### config.mk
export PLATFORM = sky130hd
export DESIGN_NAME = mux_rr_arbiter_flat
export DESIGN_NICKNAME = d
export VERILOG_FILES = /design/src/rtl/mux_rr_arbiter_if.sv /design/src/rtl/mux_rr_arbiter.sv /design/src/flat_wrapper.sv
export SDC_FILE = /design/constraint.sdc
export NUM_CORES = 1
export LEC_CHECK = 0
export ABC_AREA = 1
export BUFFER_PORTS_ARGS = -buffer_cell sky130_fd_sc_hd__buf_2
export CELL_PAD_IN_SITES_DETAIL_PLACEMENT = 0
export CELL_PAD_IN_SITES_GLOBAL_PLACEMENT = 1
export CORE_MARGIN = 2
export CORE_UTILIZATION = 34
export DETAILED_ROUTE_END_ITERATION = 12
export PLACE_DENSITY = 0.91
export SYNTH_ARGS = -nofsm -noshare
export SYNTH_HDL_FRONTEND = slang
export SYNTH_SLANG_ARGS = --single-unit
### constraint.sdc
create_clock -name clk -period 2.2 [get_ports clk]
set_input_delay 0.22 -clock clk [delete_from_list [all_inputs] [get_ports clk]]
set_output_delay 0.22 -clock clk [all_outputs]
set_load 0.02 [all_outputs]
### src/rtl/mux_rr_arbiter_if.sv
// mux_rr_arbiter_if: bundle of the request/data/grant signals shared between N requesters,
// the round-robin mux arbiter and the downstream consumer.
//   req       N     per-requester level request
//   data_in   N*W   concatenated requester data, slice i = [i*W +: W]
//   out_ready 1     downstream accepts out_data this cycle
//   gnt       N     registered one-hot grant
//   sel       log2N registered mux select (index of the gnt bit)
//   out_valid 1     selected slice is valid on out_data
//   out_data  W     muxed data
//   busy      1     an owner currently holds the mux
// Modports: master = requester/consumer side, slave = arbiter side.
interface mux_rr_arbiter_if #(
    parameter int unsigned N = 4,
    parameter int unsigned W = 8
) ();
    localparam int unsigned SelW = (N > 1) ? $clog2(N) : 1;

    logic [N-1:0]    req;
    logic [N*W-1:0]  data_in;
    logic            out_ready;
    logic [N-1:0]    gnt;
    logic [SelW-1:0] sel;
    logic            out_valid;
    logic [W-1:0]    out_data;
    logic            busy;

    modport master (
        output req,
        output data_in,
        output out_ready,
        input  gnt,
        input  sel,
        input  out_valid,
        input  out_data,
        input  busy
    );

    modport slave (
        input  req,
        input  data_in,
        input  out_ready,
        output gnt,
        output sel,
        output out_valid,
        output out_data,
        output busy
    );
endinterface

### src/rtl/mux_rr_arbiter.sv
// mux_rr_arbiter: N-way round-robin arbiter with an N:1 data mux and a hold limit.
// An idle arbiter grants the first requester at or after a rotating pointer; the owner
// keeps the mux until it drops its request or, while others wait, has held it MAX_HOLD
// cycles. Every handoff passes through one idle cycle. gnt/sel come straight from flops.
// Ports:
//   clk  rising-edge clock
//   rst  synchronous, active-low reset
//   bus  mux_rr_arbiter_if slave modport (req, data_in, out_ready in; gnt, sel,
//        out_valid, out_data, busy out)
module mux_rr_arbiter #(
    parameter int unsigned N        = 4,
    parameter int unsigned W        = 8,
    parameter int unsigned MAX_HOLD = 16
) (
    input logic            clk,
    input logic            rst,
    mux_rr_arbiter_if.slave bus
);
    localparam int unsigned SelW = (N > 1) ? $clog2(N) : 1;
    localparam int unsigned CntW = $clog2(MAX_HOLD + 1);

    typedef enum logic [0:0] {StIdle, StGrant} state_e;

    state_e          state_q, state_d;
    logic [N-1:0]    gnt_q, gnt_d;
    logic [SelW-1:0] sel_q, sel_d;
    logic [SelW-1:0] ptr_q, ptr_d;
    logic [CntW-1:0] cnt_q, cnt_d;

    logic [SelW-1:0] pick;
    logic [SelW-1:0] sel_inc;
    logic            found;
    logic            req_sel;
    logic            others;
    logic            hold_done;
    int unsigned     idx;

    // The arbiter never looks at out_ready: backpressure must not alter ownership.
    logic unused_out_ready;
    assign unused_out_ready = bus.out_ready;

    // First requester at or after ptr, searching upward modulo N.
    always_comb begin
        pick  = ptr_q;
        found = 1'b0;
        idx   = 0;
        for (int unsigned i = 0; i < N; i++) begin
            idx = (32'(ptr_q) + i) % N;
            if (!found && bus.req[idx]) begin
                found = 1'b1;
                pick  = SelW'(idx);
            end
        end
    end

    always_comb begin
        req_sel = 1'b0;
        for (int unsigned i = 0; i < N; i++) begin
            if (sel_q == SelW'(i)) begin
                req_sel = bus.req[i];
            end
        end
    end

    assign sel_inc   = (sel_q == SelW'(N - 1)) ? '0 : sel_q + 1'b1;
    // gnt_q is one-hot on the owner, so this flags any waiting requester.
    assign others    = |(bus.req & ~gnt_q);
    // Counter saturates at MAX_HOLD, so >= keeps preemption armed after saturation.
    assign hold_done = (cnt_q >= CntW'(MAX_HOLD - 1));

    // State register
    always_ff @(posedge clk) begin
        if (!rst) begin
            state_q <= StIdle;
        end else begin
            state_q <= state_d;
        end
    end

    // Datapath registers
    always_ff @(posedge clk) begin
        if (!rst) begin
            gnt_q <= '0;
            sel_q <= '0;
            ptr_q <= '0;
            cnt_q <= '0;
        end else begin
            gnt_q <= gnt_d;
            sel_q <= sel_d;
            ptr_q <= ptr_d;
            cnt_q <= cnt_d;
        end
    end

    // Next-state logic
    always_comb begin
        state_d = state_q;
        gnt_d   = gnt_q;
        sel_d   = sel_q;
        ptr_d   = ptr_q;
        cnt_d   = cnt_q;
        unique case (state_q)
            StIdle: begin
                if (found) begin
                    state_d = StGrant;
                    sel_d   = pick;
                    gnt_d   = N'(1) << pick;
                    cnt_d   = '0;
                end
            end
            StGrant: begin
                if (!req_sel || (hold_done && others)) begin
                    state_d = StIdle;
                    gnt_d   = '0;
                    ptr_d   = sel_inc;
                end else if (cnt_q != CntW'(MAX_HOLD)) begin
                    cnt_d = cnt_q + 1'b1;
                end
            end
            default: begin
                state_d = StIdle;
                gnt_d   = '0;
            end
        endcase
    end

    // Outputs
    always_comb begin
        bus.gnt       = gnt_q;
        bus.sel       = sel_q;
        bus.busy      = (state_q == StGrant);
        bus.out_valid = (state_q == StGrant) && req_sel;
        bus.out_data  = '0;
        for (int unsigned i = 0; i < N; i++) begin
            if (sel_q == SelW'(i)) begin
                bus.out_data = bus.data_in[i*W +: W];
            end
        end
    end
endmodule

### src/flat_wrapper.sv
// flat-port wrapper written by rule: the top's interface ports become plain ports
module mux_rr_arbiter_flat 
#(
    parameter int unsigned N        = 4,
    parameter int unsigned W        = 8,
    parameter int unsigned MAX_HOLD = 16
)
  (clk, rst, bus_req, bus_data_in, bus_out_ready, bus_gnt, bus_sel, bus_out_valid, bus_out_data, bus_busy);
  mux_rr_arbiter_if #(.N(N), .W(W)) bus_i ();
  input logic clk;
  input logic rst;
  input wire logic [$bits(bus_i.req)-1:0] bus_req;
  input wire logic [$bits(bus_i.data_in)-1:0] bus_data_in;
  input wire logic [$bits(bus_i.out_ready)-1:0] bus_out_ready;
  output wire logic [$bits(bus_i.gnt)-1:0] bus_gnt;
  output wire logic [$bits(bus_i.sel)-1:0] bus_sel;
  output wire logic [$bits(bus_i.out_valid)-1:0] bus_out_valid;
  output wire logic [$bits(bus_i.out_data)-1:0] bus_out_data;
  output wire logic [$bits(bus_i.busy)-1:0] bus_busy;
  assign bus_i.req = bus_req;
  assign bus_i.data_in = bus_data_in;
  assign bus_i.out_ready = bus_out_ready;
  assign bus_gnt = bus_i.gnt;
  assign bus_sel = bus_i.sel;
  assign bus_out_valid = bus_i.out_valid;
  assign bus_out_data = bus_i.out_data;
  assign bus_busy = bus_i.busy;
  mux_rr_arbiter #(.N(N), .W(W), .MAX_HOLD(MAX_HOLD)) u_core (.clk(clk), .rst(rst), .bus(bus_i));
endmodule
==> impl_metrics.toml, run 1 <==
[worst_setup_path]
start_kind = "register"
crit_path_cell_trace = "inv_1 -> ha_1 -> inv_1 -> nor2_4 -> buf_4 -> a221oi_1 -> o31ai_1 -> buf_2"
r2r_start = "u_core.cnt_q[0]$_SDFFE_PN0P_"
r2r_cells = 12
end_kind = "primary output"
timing.critical_path.mode_cell = "inv_1"
slowest_delay_ps = 400
arrival_ps = 1760
path_buf_inv = 4
slowest_stage = "dfxtp_1"
required_ps = 1980
cp_top_family = "buffers and inverters"
setup.worst_path.class = "reg2out"
crit_fanout = 8
path_depth = 8
crit_path_start = "u_core.bus.sel[0]$_SDFFE_PN0P_"

[routing]
firstDrtPassIters = 4
wl_mm = 3.84
via_per_inst = 5.09
routedWlPerCell_um = 11.9
via_count = 1639
drt-initial-drc-count = 66
ant_nets = 0
drc_errors = 0

[yosys]
yosysTopAreaCell = "dfxtp_1"
synth_seq_cells = 14
synthTopCellsByArea = "dfxtp_1 19%, nand2_1 16%, ha_1 5.9%"
synth.most_common_cell = "nand2_1"
synthFlopType = "dfxtp_1"
yosysSeqAreaShare_pct = 19.0
synth_edf_count = 0
yosys_warnings = 0
netlist_top_cells_count = "62 x nand2_1, 18 x nor2_1, 16 x inv_1, 16 x nand3_1, 14 x dfxtp_1"
avgSynthCellArea_um2 = 6.74
syn_area_um2 = 1480
synth_cell_type_count = 30
synth.top_cell.area_share_pct = 19.0
syn_inst = 219
synth_nets = 265
ys_async_sr_fraction_pct = 0

[sta]
maxSlewHeadroom_pct = 70.7
rsz0062_at_grt = "no"
finalSetupViolCount = 0
tightestPinTransition_ps = 439
final-max-slew-violation-count = 0
skew_ps = 2.26
tns_ps = 0
hold_viol_final = 0
post-route-min-period_ps = 1980
fmax_ghz = 0.504
fin_crit_sh_pct = 90.2

[clock_tree]
cts_buffers = 3
clk_latency_ps = 240
cts.reportedPaths.clkPinSlew_ps = 60
clock-sinks = 14
cts_tree = "done"
cts_buffer_depth = 2
root_buffer = "clkbuf_8"
htreeDepth = 1

[finish]
drive_above_1_share_pct = 37.5
antenna-diode-count = 0
area_delta_synth_final_pct = 25.6
nNetsFinal = 320

[power_and_ir_drop]
leakagePower_nw = 0.879
p_seq_share_pct = 15.7
vdd_ir_drop_max_mv = 0.640
p_comb_share_pct = 76.8
intPower_mw = 1.19
p_sw_mw = 1.59
p_total_mw = 2.77
pwr_density_cell_nw_per_um2 = 1500
p_sw_share_pct = 57.2
p_clk_share_pct = 7.5

[grt]
grtUsageTotal_pct = 16.0
grt_pass1_vias = 1532
grt_max_degree = 18
grt_overflow_total = 0
grt_pass1_wl_mm = 6.78
antenna_found_initial = 0

[hold_path]
hold_class = "in2reg"
min-delay-start = "rst"
holdPathStages = 3

[job]
cap_violations = 0

[die]
start_util_pct = 36.1
dieArea_um2 = 4890
std_cell_rows = 23
die_w_um = 69.9
coreArea_um2 = 4090
die_y_um = 69.9
ios = 55

[placed_design]
dpl.hpwl_mm = 3.05
portBuffers = 53
gp_congestion = 0.772

[status]
status = "finished, final reports clean"
power by group through the flow:
stage | Sequential, mW | Clock, mW | Combinational, mW
after detailed placement | 0.434 | 0 | 2.11
after global placement | 0.433 | 0 | 2.09
after CTS | 0.429 | 0.218 | 2.11
final | 0.436 | 0.209 | 2.13
after global routing | 0.451 | 0.225 | 2.37
after floorplan | 0.471 | 0 | 1.61
placed cells by master, fill, tap and decap left out, types with 2 or more instances in the layout:
| master | count |
|---|---|
| inv_2 | 3 |
| inv_1 | 15 |
| clkbuf_8 | 3 |
| a221oi_1 | 8 |
| nor2_1 | 18 |
| ha_1 | 5 |
| o22ai_1 | 2 |
| o31ai_1 | 8 |
| nand2_1 | 60 |
| a21oi_2 | 3 |
| nand3_1 | 16 |
| nand2_4 | 6 |
| buf_2 | 53 |
| buf_4 | 4 |
| nand4_1 | 7 |
| o21ai_0 | 3 |
| ha_2 | 2 |
| nor2_4 | 3 |
| nand2_2 | 15 |
| nand4_4 | 2 |
| dfxtp_1 | 14 |
| a21oi_1 | 12 |
| nand3_2 | 2 |
kinds of logic after synthesis:
logic type / synth area share (%)
compound gates: 19.6
fa+ha+maj: 5.93
flops: 19.0
simple gates: 47.9
buf+inv: 7.63
flip-flops by register name (all words and copies together), names as in the netlist:
register         count
u_core.bus.gnt       4
u_core.bus.sel       2
u_core.ptr_q         2
u_core.cnt_q         5
u_core.bus.busy      1
layer usage:
metal	share of wire (%)	track usage (%)	vias to the layer above	wire length (µm)
met1	42	19.8	730	1600
met4	0.26	1.92	0	10
li1	-	-	849	-
met2	50	28.9	58	1920
met5	0	0	-	0
met3	8.2	3.90	2	315
worst register-to-register path, cell delays in order (launching register included):
cell,delay [ps]
dfxtp_1,360
ha_1,230
nand2_1,100
nor2_1,50
ha_1,170
nor2_1,80
nand2_1,60
o21ai_0,90
nand2_2,130
o21ai_4,210
nand2_2,120
o21ai_2,120
nor2_1,40
worst paths after layout:
check	endpoint	slack, ps
setup / recovery	bus_out_data[4]	220
hold / removal	u_core.ptr_q[0]$_SDFFE_PN0P_	270
hold reg to reg	u_core.cnt_q[3]$_SDFFE_PN0P_	490
setup reg to reg	u_core.cnt_q[4]$_SDFFE_PN0P_	310
repair_timing:
item | CTS | global route
resized for setup | 0 | 6
hold buffers | 0 | 0
setup buffers | 0 | 0
setup endpoints to repair | 0 | 13
stage by stage:
stage	instances	hold slack (ps)	setup slack (ps)	instance area (µm²)	utilization [%]
global placement	319	474	264	1800	43.9
CTS	322	274	58.3	1840	44.9
finish	322	274	215	1850	45.4
global route	322	274	29.6	1850	45.4
floorplan	219	358	187	1480	-
detailed placement	319	484	254	1800	43.9
final cells by class:
cell class                      count  area, µm²
Inverter                           19       73.8
Clock buffer                        3       41.3
Sequential cell                    14        280
Tap cell                           50       62.6
Multi-Input combinational cell    179       1100
Timing Repair Buffer               57        295
Fill cell                         447       2230
Note: power is estimated with default switching activity, not from simulation.
==> run 2, diff against run 1 <==
- ABC_AREA: 1 -> 0
- CORE_UTILIZATION: 34 -> 31
- PLACE_DENSITY: 0.91 -> 0.88
==> run 2 against run 1 <==
Clock skew increased by 1.3 ps. Count of clock-buffer cells in the layout unchanged. Area after synthesis decreased by 22%. Power decreased by 69%. Sequential share of layout area increased by 3.4 points. Critical endpoint is now u_core.cnt_q[0]$_SDFFE_PN0P_. Combinational power decreased by 83%. Register-to-register slack got worse by 130 ps. Setup slack got worse by 35 ps. Largest power group unchanged.
==> impl_metrics.toml, run 2 <==
[grt]
grt_pass1_vias = 1138
grt_pass1_wl_mm = 4.95
grt_overflow_total = 0
grt_max_degree = 13
grtUsageTotal_pct = 14.5
antenna_found_initial = 0

[placed_design]
gp_congestion = 0.817
dpl.hpwl_mm = 2.34
placed_cell_area_um2 = 1470
portBuffers = 53
dp_slack_ps = 112
place_inst = 253

[hold_path]
hold_class = "in2reg"
min-delay-start = "rst"
min_to = "u_core.cnt_q[3]$_SDFFE_PN0P_"
holdPathStages = 3

[routing]
via_count = 1285
drc_errors = 0
wl_mm = 3.01
ant_nets = 0
routedWlPerCell_um = 11.8
firstDrtPassIters = 4
via_per_inst = 5.02
drt-initial-drc-count = 91

[finish]
fillers = 374
nNetsFinal = 256
largest_register_ffs = 5
seqCellArea_um2 = 282
layout_commonest_cell = "buf_2"
final_cell_count_no_fill = 256
drive_above_1_share_pct = 35.6
top_register = "u_core.cnt_q"
area_delta_synth_final_pct = 31.8
multiInputGateArea_um2 = 792
layout_common_cells = "53 x buf_2, 15 x nor2_1, 14 x nand2_1"
design_area_um2 = 1520
antenna-diode-count = 0

[die]
coreArea_um2 = 3610
die_y_um = 65.0
die_w_um = 65.0
ios = 55
dieArea_um2 = 4220
start_util_pct = 32.0
std_cell_rows = 22

[clock_tree]
cts_buffer_depth = 2
postCtsHoldBufs = 0
htreeDepth = 1
root_buffer = "clkbuf_8"
cts_tree = "done"
clk_latency_ps = 240
clock-sinks = 14
cts.reportedPaths.clkPinSlew_ps = 50
cts_buffers = 3

[yosys]
avgSynthCellArea_um2 = 7.43
syn_inst = 155
synthTopCellsByArea = "dfxtp_1 24%, ha_1 7.6%, a21oi_1 5.6%"
synth_nets = 201
synth_edf_count = 0
synth_seq_cells = 14
yosysSeqAreaShare_pct = 24.3
yosysTopAreaCell = "dfxtp_1"
synth.most_common_cell = "nor2_1"
synth.top_cell.area_share_pct = 24.3
netlist_top_cells_count = "15 x nor2_1, 14 x dfxtp_1, 14 x nand2_1, 13 x a21oi_1, 13 x inv_1"
ys_async_sr_fraction_pct = 0
synthFlopType = "dfxtp_1"
syn_area_um2 = 1150
synth_cell_type_count = 40
yosys_warnings = 0

[power_and_ir_drop]
p_sw_share_pct = 37.4
leakagePower_nw = 0.754
intPower_uw = 540
p_comb_share_pct = 42.1
p_clk_share_pct = 24.3
p_sw_uw = 323
pwr_density_cell_nw_per_um2 = 569
p_seq_share_pct = 33.6
p_total_uw = 864
vdd_ir_drop_max_mv = 0.373

[sta]
finalSetupViolCount = 0
post-route-min-period_ps = 2020
hold_viol_final = 0
rsz0062_at_grt = "no"
maxSlewHeadroom_pct = 50.1
tightestPinTransition_ps = 749
skew_ps = 3.52
tns_ps = 0
final-max-slew-violation-count = 0
fmax_ghz = 0.495
fin_crit_sh_pct = 91.8
fin_ws_ps = 180

[worst_setup_path]
r2r-end = "u_core.cnt_q[0]$_SDFFE_PN0P_"
r2r_cells = 7
r2r_start = "u_core.bus.sel[0]$_SDFFE_PN0P_"
start_kind = "register"
crit_path_cell_trace = "inv_1 -> ha_1 -> nor3b_1 -> a211o_2 -> a21oi_4 -> o31ai_2 -> mux2_2"
end_kind = "register"
cp_top_family = "compound AO/OA/AOI/OAI gates"
required_ps = 2330
arrival_ps = 2150
setup.worst_path.class = "reg2reg"
slowest_stage = "dfxtp_1"
rrSetupSlack_ps = 180
slowest_delay_ps = 410
crit_fanout = 9
path_buf_inv = 1

[status]
status = "finished, final reports clean"

[job]
cap_violations = 0
[run 2: cell count changes after synthesis, moves of 6 or more]
cell	delta
a22oi_1	+7
nand2_4	-6
o21ai_0	+8
nand2b_1	+7
a221oi_1	-7
nand4_1	-6
nand3_1	-6
nand2_2	-13
nand2_1	-48
o31ai_1	-8
[run 2: power by group through the flow]
stage,registers [mW],logic [mW],clock network (mW)
5_1_grt,0.294,0.405,0.225
6_report,0.290,0.364,0.210
3_3_place_gp,0.296,0.360,0
4_1_cts,0.290,0.363,0.218
3_5_place_dp,0.296,0.360,0
2_1_floorplan,0.305,0.233,0
[run 2: logic make-up (layout without fill, tap and decap cells)]
kind of cell	Yosys count	in the layout	synth area share, %
compound gates	51	51	31.3
fa+ha+maj	7	7	7.60
buf+inv	20	73	7.60
flops	14	14	24.3
mux	4	4	3.58
simple gates	59	59	25.6
[run 2: what timing repair did]
action                                 in CTS  in global routing
buffers inserted                            0                  0
setup endpoints to repair                   7                  7
resized for setup                           1                  2
endpoints found under the hold margin       0                  0
[run 2: final cells by class]
type / instances / area share [%]
inverter: 13 / 3.21
clock buffer: 3 / 2.72
tap: 48 / 3.95
timing repair buffer: 57 / 19.4
sequential: 14 / 18.5
multi-input combinational: 121 / 52.1
[run 2: metal layers]
metal	GRT usage (%)	wire length, µm
met5	0	0
met4	2.66	0
met3	4.17	246
met2	24.5	1400
met1	18.5	1370
[run 2: per-stage QoR]
step	hold slack (ps)	util, %
2_1_floorplan	446	-
3_3_place_gp	491	40.7
3_5_place_dp	494	40.7
4_1_cts	327	41.9
5_1_grt	345	42.1
6_report	333	42.1
[run 2: how the worst max path moves through the flow]
stage | startpoint | endpoint | slack, ps | cells past startpoint
2_1_floorplan | u_core.bus.sel[1]$_SDFFE_PN0P_ | bus_out_data[3] | 130 | 9
3_3_place_gp | u_core.bus.sel[1]$_SDFFE_PN0P_ | bus_out_data[7] | 140 | 9
3_5_place_dp | u_core.bus.sel[1]$_SDFFE_PN0P_ | bus_out_data[7] | 110 | 9
4_1_cts | u_core.bus.sel[1]$_SDFFE_PN0P_ | bus_out_data[7] | 3 | 9
5_1_grt | u_core.bus.sel[1]$_SDFFE_PN0P_ | bus_out_data[3] | 30 | 9
6_report | u_core.bus.sel[0]$_SDFFE_PN0P_ | u_core.cnt_q[0]$_SDFFE_PN0P_ | 180 | 7
[run 2: worst reg2reg max path: stages, from the launching register on]
cell and delay [ps]:
dfxtp_1 410, inv_1 90, ha_1 290, nor3b_1 170
a211o_2 320, a21oi_4 250, o31ai_2 120, mux2_2 270
